$ cat src/rtl/ifetch_buf.sv
// ifetch_buf: instruction fetch front end with a 4-entry prefetch FIFO, credit-based issue,
// redirect discard tracking and halt. Define IFETCH_BYPASS_EN for same-cycle response bypass.
module ifetch_buf #(
  parameter logic [15:0] RST_PC = 16'h0000
) (
  input  logic        clk,
  input  logic        rst,
  output logic        im_re,
  output logic [15:0] im_addr,
  input  logic [16:0] im_rdata,
  input  logic        im_rvld,
  output logic [16:0] instr,
  output logic        instr_vld,
  output logic [15:0] instr_pc,
  input  logic        stall,
  input  logic        flow_change,
  input  logic [15:0] dst_pc,
  input  logic        hlt
);

  typedef enum logic [0:0] {
    ST_RUN  = 1'b0,
    ST_HALT = 1'b1
  } state_e;

  state_e      state_r;
  state_e      state_nxt_s;
  logic [15:0] pc_r;
  logic [15:0] rsp_pc_r;
  logic [32:0] fifo_r [0:3];
  logic [1:0]  wr_ptr_r;
  logic [1:0]  rd_ptr_r;
  logic [2:0]  count_r;
  logic [2:0]  outs_r;
  logic [2:0]  drop_r;
  logic [2:0]  count_nxt_s;
  logic [2:0]  outs_nxt_s;
  logic [2:0]  drop_nxt_s;
  logic        fifo_empty_s;
  logic        credit_s;
  logic        issue_s;
  logic        drop_beat_s;
  logic        keep_beat_s;
  logic        bypass_s;
  logic        push_s;
  logic        pop_s;

  // Issue credit, response classification and FIFO push/pop qualification
  always_comb begin
    fifo_empty_s = (count_r == 3'd0);
    credit_s     = (({1'b0, count_r} + {1'b0, outs_r}) < 4'd4);
    issue_s      = !rst && (state_r == ST_RUN) && !flow_change && credit_s;
    drop_beat_s  = im_rvld && (drop_r != 3'd0);
    keep_beat_s  = im_rvld && (drop_r == 3'd0);
`ifdef IFETCH_BYPASS_EN
    bypass_s     = !rst && fifo_empty_s && keep_beat_s && !stall && !flow_change;
`else
    bypass_s     = 1'b0;
`endif
    push_s       = keep_beat_s && !flow_change && !bypass_s;
    pop_s        = !fifo_empty_s && !stall && !flow_change;
  end

  // Next values of the occupancy, outstanding and discard counters
  always_comb begin
    count_nxt_s = count_r;
    outs_nxt_s  = outs_r;
    drop_nxt_s  = drop_r;
    if (flow_change) begin
      // every request still in flight becomes a beat to throw away
      count_nxt_s = 3'd0;
      outs_nxt_s  = 3'd0;
      drop_nxt_s  = drop_r + outs_r - {2'b00, im_rvld};
    end else begin
      count_nxt_s = count_r + {2'b00, push_s} - {2'b00, pop_s};
      outs_nxt_s  = outs_r + {2'b00, issue_s} - {2'b00, keep_beat_s};
      drop_nxt_s  = drop_r - {2'b00, drop_beat_s};
    end
  end

  // Run/halt state transition; a redirect wins over a simultaneous halt
  always_comb begin
    state_nxt_s = state_r;
    case (state_r)
      ST_RUN: begin
        if (hlt && !flow_change) begin
          state_nxt_s = ST_HALT;
        end else begin
          state_nxt_s = ST_RUN;
        end
      end
      ST_HALT: state_nxt_s = ST_HALT;
      default: state_nxt_s = ST_RUN;
    endcase
  end

  // Memory request and decoder-facing instruction outputs
  always_comb begin
    im_re     = issue_s;
    im_addr   = pc_r;
    instr     = 17'h00000;
    instr_vld = 1'b0;
    instr_pc  = 16'h0000;
    if (rst) begin
      instr_vld = 1'b0;
    end else if (bypass_s) begin
      instr     = im_rdata;
      instr_vld = 1'b1;
      instr_pc  = rsp_pc_r;
    end else if (!fifo_empty_s) begin
      {instr_pc, instr} = fifo_r[rd_ptr_r];
      instr_vld         = 1'b1;
    end else begin
      instr_vld = 1'b0;
    end
  end

  // Control state, fetch/response PCs, FIFO pointers and counters
  always_ff @(posedge clk) begin
    if (rst) begin
      state_r  <= ST_RUN;
      pc_r     <= RST_PC;
      rsp_pc_r <= RST_PC;
      wr_ptr_r <= 2'd0;
      rd_ptr_r <= 2'd0;
      count_r  <= 3'd0;
      outs_r   <= 3'd0;
      drop_r   <= 3'd0;
    end else begin
      state_r <= state_nxt_s;
      count_r <= count_nxt_s;
      outs_r  <= outs_nxt_s;
      drop_r  <= drop_nxt_s;
      if (flow_change) begin
        pc_r     <= dst_pc;
        rsp_pc_r <= dst_pc;
        wr_ptr_r <= 2'd0;
        rd_ptr_r <= 2'd0;
      end else begin
        if (issue_s) pc_r <= pc_r + 16'd1;
        if (keep_beat_s) rsp_pc_r <= rsp_pc_r + 16'd1;
        if (push_s) wr_ptr_r <= wr_ptr_r + 2'd1;
        if (pop_s) rd_ptr_r <= rd_ptr_r + 2'd1;
      end
    end
  end

  // FIFO payload storage; entries are only read while counted as occupied
  always_ff @(posedge clk) begin
    if (push_s && !rst) begin
      fifo_r[wr_ptr_r] <= {rsp_pc_r, im_rdata};
    end
  end

endmodule

$ cat config.mk
export PLATFORM = sky130hd
export DESIGN_NAME = ifetch_buf
export DESIGN_NICKNAME = d
export VERILOG_FILES = /design/src/rtl/ifetch_buf.sv
export SDC_FILE = /design/constraint.sdc
export NUM_CORES = 1
export LEC_CHECK = 0
export BUFFER_PORTS_ARGS = -buffer_cell sky130_fd_sc_hd__buf_2
export CORE_ASPECT_RATIO = 1.75
export CORE_UTILIZATION = 50
export CTS_BUF_LIST = sky130_fd_sc_hd__clkbuf_4 sky130_fd_sc_hd__clkbuf_8
export DETAILED_ROUTE_END_ITERATION = 12
export GPL_TIMING_DRIVEN = 1
export HOLD_SLACK_MARGIN = 0.12
export PLACE_DENSITY_LB_ADDON = 0.2
export RECOVER_POWER = 100
export SLEW_MARGIN = 20
export SYNTH_ARGS = -nofsm -noshare
export SYNTH_HDL_FRONTEND = slang
export SYNTH_SLANG_ARGS = --single-unit
$ cat constraint.sdc
create_clock -name clk -period 3 [get_ports clk]
set_clock_uncertainty 0.05 [all_clocks]
set_input_delay 0 -clock clk [delete_from_list [all_inputs] [get_ports clk]]
set_output_delay 0 -clock clk [all_outputs]
set_load 0.05 [all_outputs]
# Word level (Yosys, flattened, before mapping)
# Memories as Yosys holds them, arrays and structs flattened. A register that Yosys moved wholly into a read port is not among the register bits.
# Index checks and enable logic that the tools add are counted.
word_totals:
  ff_bits: 46
  latch_bits: 0
  mem_bits_rw: 132
  mem_bits_ro: 0
  in_bits: 39
  output_inout_bits: 51
  elab_cells: 60
  n_memories: 1
memory_table:
  columns: ["name", "depth", "word_bits", "rd", "rd_clocked_by_memory_dff", "wr", "line_no", "source"]
  rows:
  - ["fifo_r", 4, 33, 1, 1, 1, "30", "logic [32:0] fifo_r [0:3];"]
op_classes:
  add_sub_neg: 12
  mul: 0
  div_mod_pow: 0
  order_cmp: 1
  eq_ne: 0
  shift: 0
  muxes: 17
  n_bitwise: 1
  reduce_logical: 20
op_table:
  columns: ["cell", "n"]
  rows:
  - ["2-to-1 mux 16 bit", 6]
  - ["2-to-1 mux 17 bit", 2]
  - ["adder 16 x 1 -> 16 bit, second input constant", 2]
  - ["subtractor 3 x 1 -> 3 bit", 4]
  - ["logical AND 1 bit", 10]
  - ["adder 3 x 1 -> 3 bit", 2]
  - ["zero test 3 bit", 2]
  - ["2-to-1 mux 1 bit", 5]
  - ["adder 2 x 1 -> 2 bit, second input constant", 2]
  - ["adder 3 x 3 -> 4 bit", 1]
  - ["zero test 1 bit", 4]
  - ["less-than comparator 4 x 3 -> 1 bit, second input constant", 1]
  - ["2-to-1 mux 2 bit", 2]
  - ["nonzero test 2 bit", 2]
  - ["adder 3 bit", 1]
  - ["2-to-1 mux 3 bit", 1]
  - ["nonzero test 3 bit", 1]
  - ["one-hot mux 1 bit (2 select lines)", 1]
  - ["OR reduction 2 bit", 1]
  - ["NOT 1 bit", 1]

# Depth between registers and ports, before layout
depth:
  word_depth: 6
  depth_mapped: 12
  mapped_depth_nobuf: 9

# Worst setup path after synthesis
# Ideal clock, no wire load.
synth_timing:
  path_type: "reg-to-reg"
  from: "register count_r[2]"
  to: "register outs_r[1]"
  setup_ps: 115
  arrival_time_ps: 2878
  required_time_ps: 2835
  slack_ps: -43
  stages_incl_launch_ff: 9
  period_less_slack_ps: 3043
  path_cell_list: "dfxtp_1 ha_1 nor4_4 nand2_1 clkbuf_1 nor2_1 ha_1 fa_1 and2_1"
synth_via:
  elab_chain_len: 5
synth_lines:
  columns: ["item", "line_no", "source"]
  rows:
  - ["start, declared", "33", "logic [2:0] count_r;"]
  - ["start signal, assigned", "131", "count_r <= count_nxt_s;"]
  - ["adder 3 x 3 -> 4 bit", "51", "credit_s = (({1'b0, count_r} + {1'b0, outs_r}) < 4'd4);"]
  - ["less-than comparator 4 x 3 -> 1 bit", "51", null]
  - ["logical AND 1 bit", "52", "issue_s = !rst && (state_r == ST_RUN) && !flow_change && credit_s;"]
  - ["named net im_re", "8", "output logic im_re,"]
  - ["adder 3 x 1 -> 3 bit", "76", "outs_nxt_s = outs_r + {2'b00, issue_s} - {2'b00, keep_beat_s};"]
  - ["subtractor 3 x 1 -> 3 bit", "76", null]
  - ["end signal, assigned", "132", "outs_r <= outs_nxt_s;"]
  - ["end, declared", "34", "logic [2:0] outs_r;"]
# The timed path passes the listed nets, and every way through them passes these cells.
# A chain may end at the register's enable or synchronous reset.

# Final worst setup path
layout_timing:
  from: "input flow_change"
  to: "register pc_r[8], in the netlist im_addr[8]"
layout_via:
  elab_chain_len: 4
  word_cells_on_any_way: 5
  classes_between: "1 x mux; 4 x reduce/logical"
layout_lines:
  columns: ["item", "line_no", "source"]
  rows:
  - ["start, declared", "16", "input logic flow_change,"]
  - ["zero test 1 bit", "52", null]
  - ["logical AND 1 bit (2 in a row)", "52", null]
  - ["nonzero test 2 bit (no line)", null, null]
  - ["end signal, assigned", "135", "pc_r <= dst_pc;"]
  - ["end signal, assigned", "140", "if (issue_s) pc_r <= pc_r + 16'd1;"]
  - ["end, declared", "28", "logic [15:0] pc_r;"]
# Several ways; a longest one is shown, not always the timed one.

==> impl_metrics.json <==
{
  "status": "completed",
  "min_to": "drop_r[0]$_SDFF_PP0_",
  "slew_headroom_pct": 19.7,
  "cts_made_buffers": 17,
  "ys_types": 53,
  "critPathSlowestCell": "dlygate4sd3_1",
  "viasPerCell": 5.57,
  "io_pins": 90,
  "fin_util_pct": 60.9,
  "drt_iter0_markers": 195,
  "slowest_delay_ns": 0.56,
  "multi_input_area_um2": 2590,
  "r2r-end": "im_addr[8]$_SDFFE_PP0P_",
  "cts_tree": "yes",
  "setup_viol": 0,
  "ys_seq_area_share_pct": 63.4,
  "min_period_ns": 2.80,
  "endpoint_kind": "register",
  "critical_path.top_delay_family": "buffers and inverters",
  "clock_latency_ns": 0.44,
  "regArea_um2": 4930,
  "leakagePower_uw": 0.00318,
  "routedWlPerCell_um": 17.5,
  "grt_max_degree": 35,
  "path_buf_inv": 5,
  "areaGrowthSynthToFinish_pct": 17.5,
  "route.vias.total": 4824,
  "rr_worst_depth": 8,
  "worstPathCellList": "dlygate4sd3_1 > clkbuf_1 > buf_4 > nor2_1 > buf_4 > nand2_1 > or4_1 > a31oi_1 > dlygate4sd3_1",
  "hold_viol": 0,
  "antenna_cells": 0,
  "crit_arrival_ns": 3.14,
  "switching_share_pct": 27.1,
  "cts_max_level": 4,
  "critPathMaxFanout": 25,
  "dpl.hpwl_um": 10000,
  "synth_fp_nets": 593,
  "final_common_cell": "edfxtp_1",
  "clock_path_buffers": 2,
  "hold_path.class": "in -> reg",
  "synth_flop_cell": "edfxtp_1",
  "rsz0062_at_grt": "false",
  "place_congestion": 0.841,
  "power.share.clock_pct": 30.6,
  "grt_pass1_wl_um": 24800,
  "cap_violations": 0,
  "final_cell_mix": "edfxtp_1, clkbuf_1, dfxtp_1",
  "switchingPower_uw": 1400,
  "die_y_um": 167,
  "num_rows": 59,
  "synth_largest_area_cell": "edfxtp_1",
  "worst_ep_required_time_ns": 3.34,
  "cts_sinks": 180,
  "dieArea_um2": 16100,
  "critPathKind": "in -> reg",
  "drtPass1Iterations": 4,
  "drc": 0,
  "fillers": 1205,
  "fmax_mhz": 357,
  "track_usage_pct": 20.5,
  "gr-total-overflow": 0,
  "fp.dieW_um": 96.2,
  "path_clk_slew_ns": 0.09,
  "tns_ns": 0,
  "core_area_um2": 15000,
  "initial_core_util_pct": 51.8,
  "yosysWarnings": 0,
  "antenna_left": 0,
  "tightestPinTransition_ns": 1.20,
  "antenna_found_initial": 0,
  "io_buffers": 89,
  "r2r_setup_slack_ns": 0.22,
  "synth_edf_count": 132,
  "slew_viol_final": 0,
  "avgSynthCellArea_um2": 14.5,
  "powerDensity_nw_per_um2": 565,
  "synth.area.top_cells": "edfxtp_1, dfxtp_1, mux4_2",
  "rr_startpoint": "outs_r[2]$_SDFF_PP0_",
  "root_buffer": "clkbuf_8",
  "syn_area_um2": 7770,
  "p_int_uw": 3760,
  "yosys.area.top_type_share_pct": 51.0,
  "vdd_drop_max_uv": 403,
  "synth_cells": 535,
  "synthArstFlopShare_pct": 0,
  "ys_ff_latch": 180,
  "period_share_pct": 93.4,
  "nets": 728,
  "wirelength_um": 15200,
  "worstSetupStartpointType": "primary input",
  "combPwrFrac_pct": 14.0,
  "drive_above_1_share_pct": 18.2,
  "worstHoldPathCells": 6,
  "hold_start": "im_rvld",
  "cts_repair_resize_count": 0,
  "first_global_vias": 5153,
  "p_seq_share_pct": 55.4
}
-- cells in the mapped netlist (all sizes together), types with 5 or more instances --
library cell and count:
xnor2 10, nand3 17, ha 16, edfxtp 132, and3 8, nor3 7, inv 29, o21ai 5
nand2 21, and4 5, and2 40, o21a 5, buf 7, o31a 10, dfxtp 48, clkbuf 21
a21boi 13, nor2 19, mux4 33, a21oi 21, nand4 15, xor2 11
-- layout make-up --
type	instances	area share (%)
inverters	29	1.25
clock buffers	19	2.73
multi-input cells	298	28.4
flip-flops and latches	180	54.0
well taps	183	2.51
clock inverters	13	1.52
repair buffers	144	9.67
-- flip-flops by register name, indices dropped and copies added (netlist names), named ones only --
signal,cells
outs_r,3
drop_r,3
im_addr,16
wr_ptr_r,2
count_r,3
fifo_r,132
state_r,1
rsp_pc_r,16
rd_ptr_r,2
-- power groups by stage --
stage	sequential [µW]	combinational, µW	clock [µW]
2_1_floorplan	2950	467	0
3_3_place_gp	2910	668	0
3_5_place_dp	2910	703	0
4_1_cts	2860	749	1620
5_1_grt	2870	796	1710
6_report	2860	722	1580
-- logic make-up (layout without fill, tap and decap cells) --
group,after synthesis,in the layout,synth area share (%)
flip-flops,180,180,63.4
AND/OR/NAND/NOR,150,150,11.2
buffers and inverters,57,205,3.08
multiplexers,36,36,9.97
AO/OA/AOI/OAI,71,71,6.32
adder cells (fa/ha/maj),19,19,3.35
XOR/XNOR,22,22,2.67
-- routing by layer --
layer  vias up  share of wire, %  GRT usage, %
met4         0               2.2          7.98
met1      2385                39          22.4
met2       118                56          37.9
li1       2293                 -             -
met3        28               2.9          3.70
met5         -                 0             0
-- worst min-delay path: stages --
cell and delay (ns):
buf_2 0.10, o31a_1 0.13, ha_1 0.12, nor2_1 0.04, a21oi_1 0.14, nor2_1 0.06
-- stage by stage --
| step | setup slack [ns] | hold WS [ns] | total power [µW] | area, µm² | cells |
|---|---|---|---|---|---|
| after floorplan | 0.226 | 0.0489 | 3420 | 7770 | 535 |
| after global placement | 0.614 | 0.162 | 3570 | 8440 | 793 |
| after detailed placement | 0.509 | 0.170 | 3620 | 8440 | 793 |
| after CTS | 0.234 | 0.136 | 5230 | 9240 | 866 |
| after global routing | 0.0705 | 0.157 | 5380 | 9130 | 866 |
| final | 0.197 | 0.143 | 5160 | 9130 | 866 |
-- repair_timing --
item / CTS / global route
hold buffers: 41 / 0
endpoints found under the hold margin: 114 / 0
buffers inserted: 0 / 0
-- how the worst max path moves through the flow --
stage	from	to	slack, ns	cells after the start
3_5_place_dp	drop_r[1]$_SDFF_PP0_	count_r[2]$_SDFF_PP0_	0.51	9
6_report	flow_change	im_addr[8]$_SDFFE_PP0P_	0.20	9
2_1_floorplan	count_r[2]$_SDFF_PP0_	outs_r[1]$_SDFF_PP0_	0.23	8
5_1_grt	register	instr[15]	0.07	4
4_1_cts	outs_r[2]$_SDFF_PP0_	im_addr[8]$_SDFFE_PP0P_	0.23	8
3_3_place_gp	drop_r[1]$_SDFF_PP0_	count_r[2]$_SDFF_PP0_	0.61	9
(Power assumes the default switching activity.)
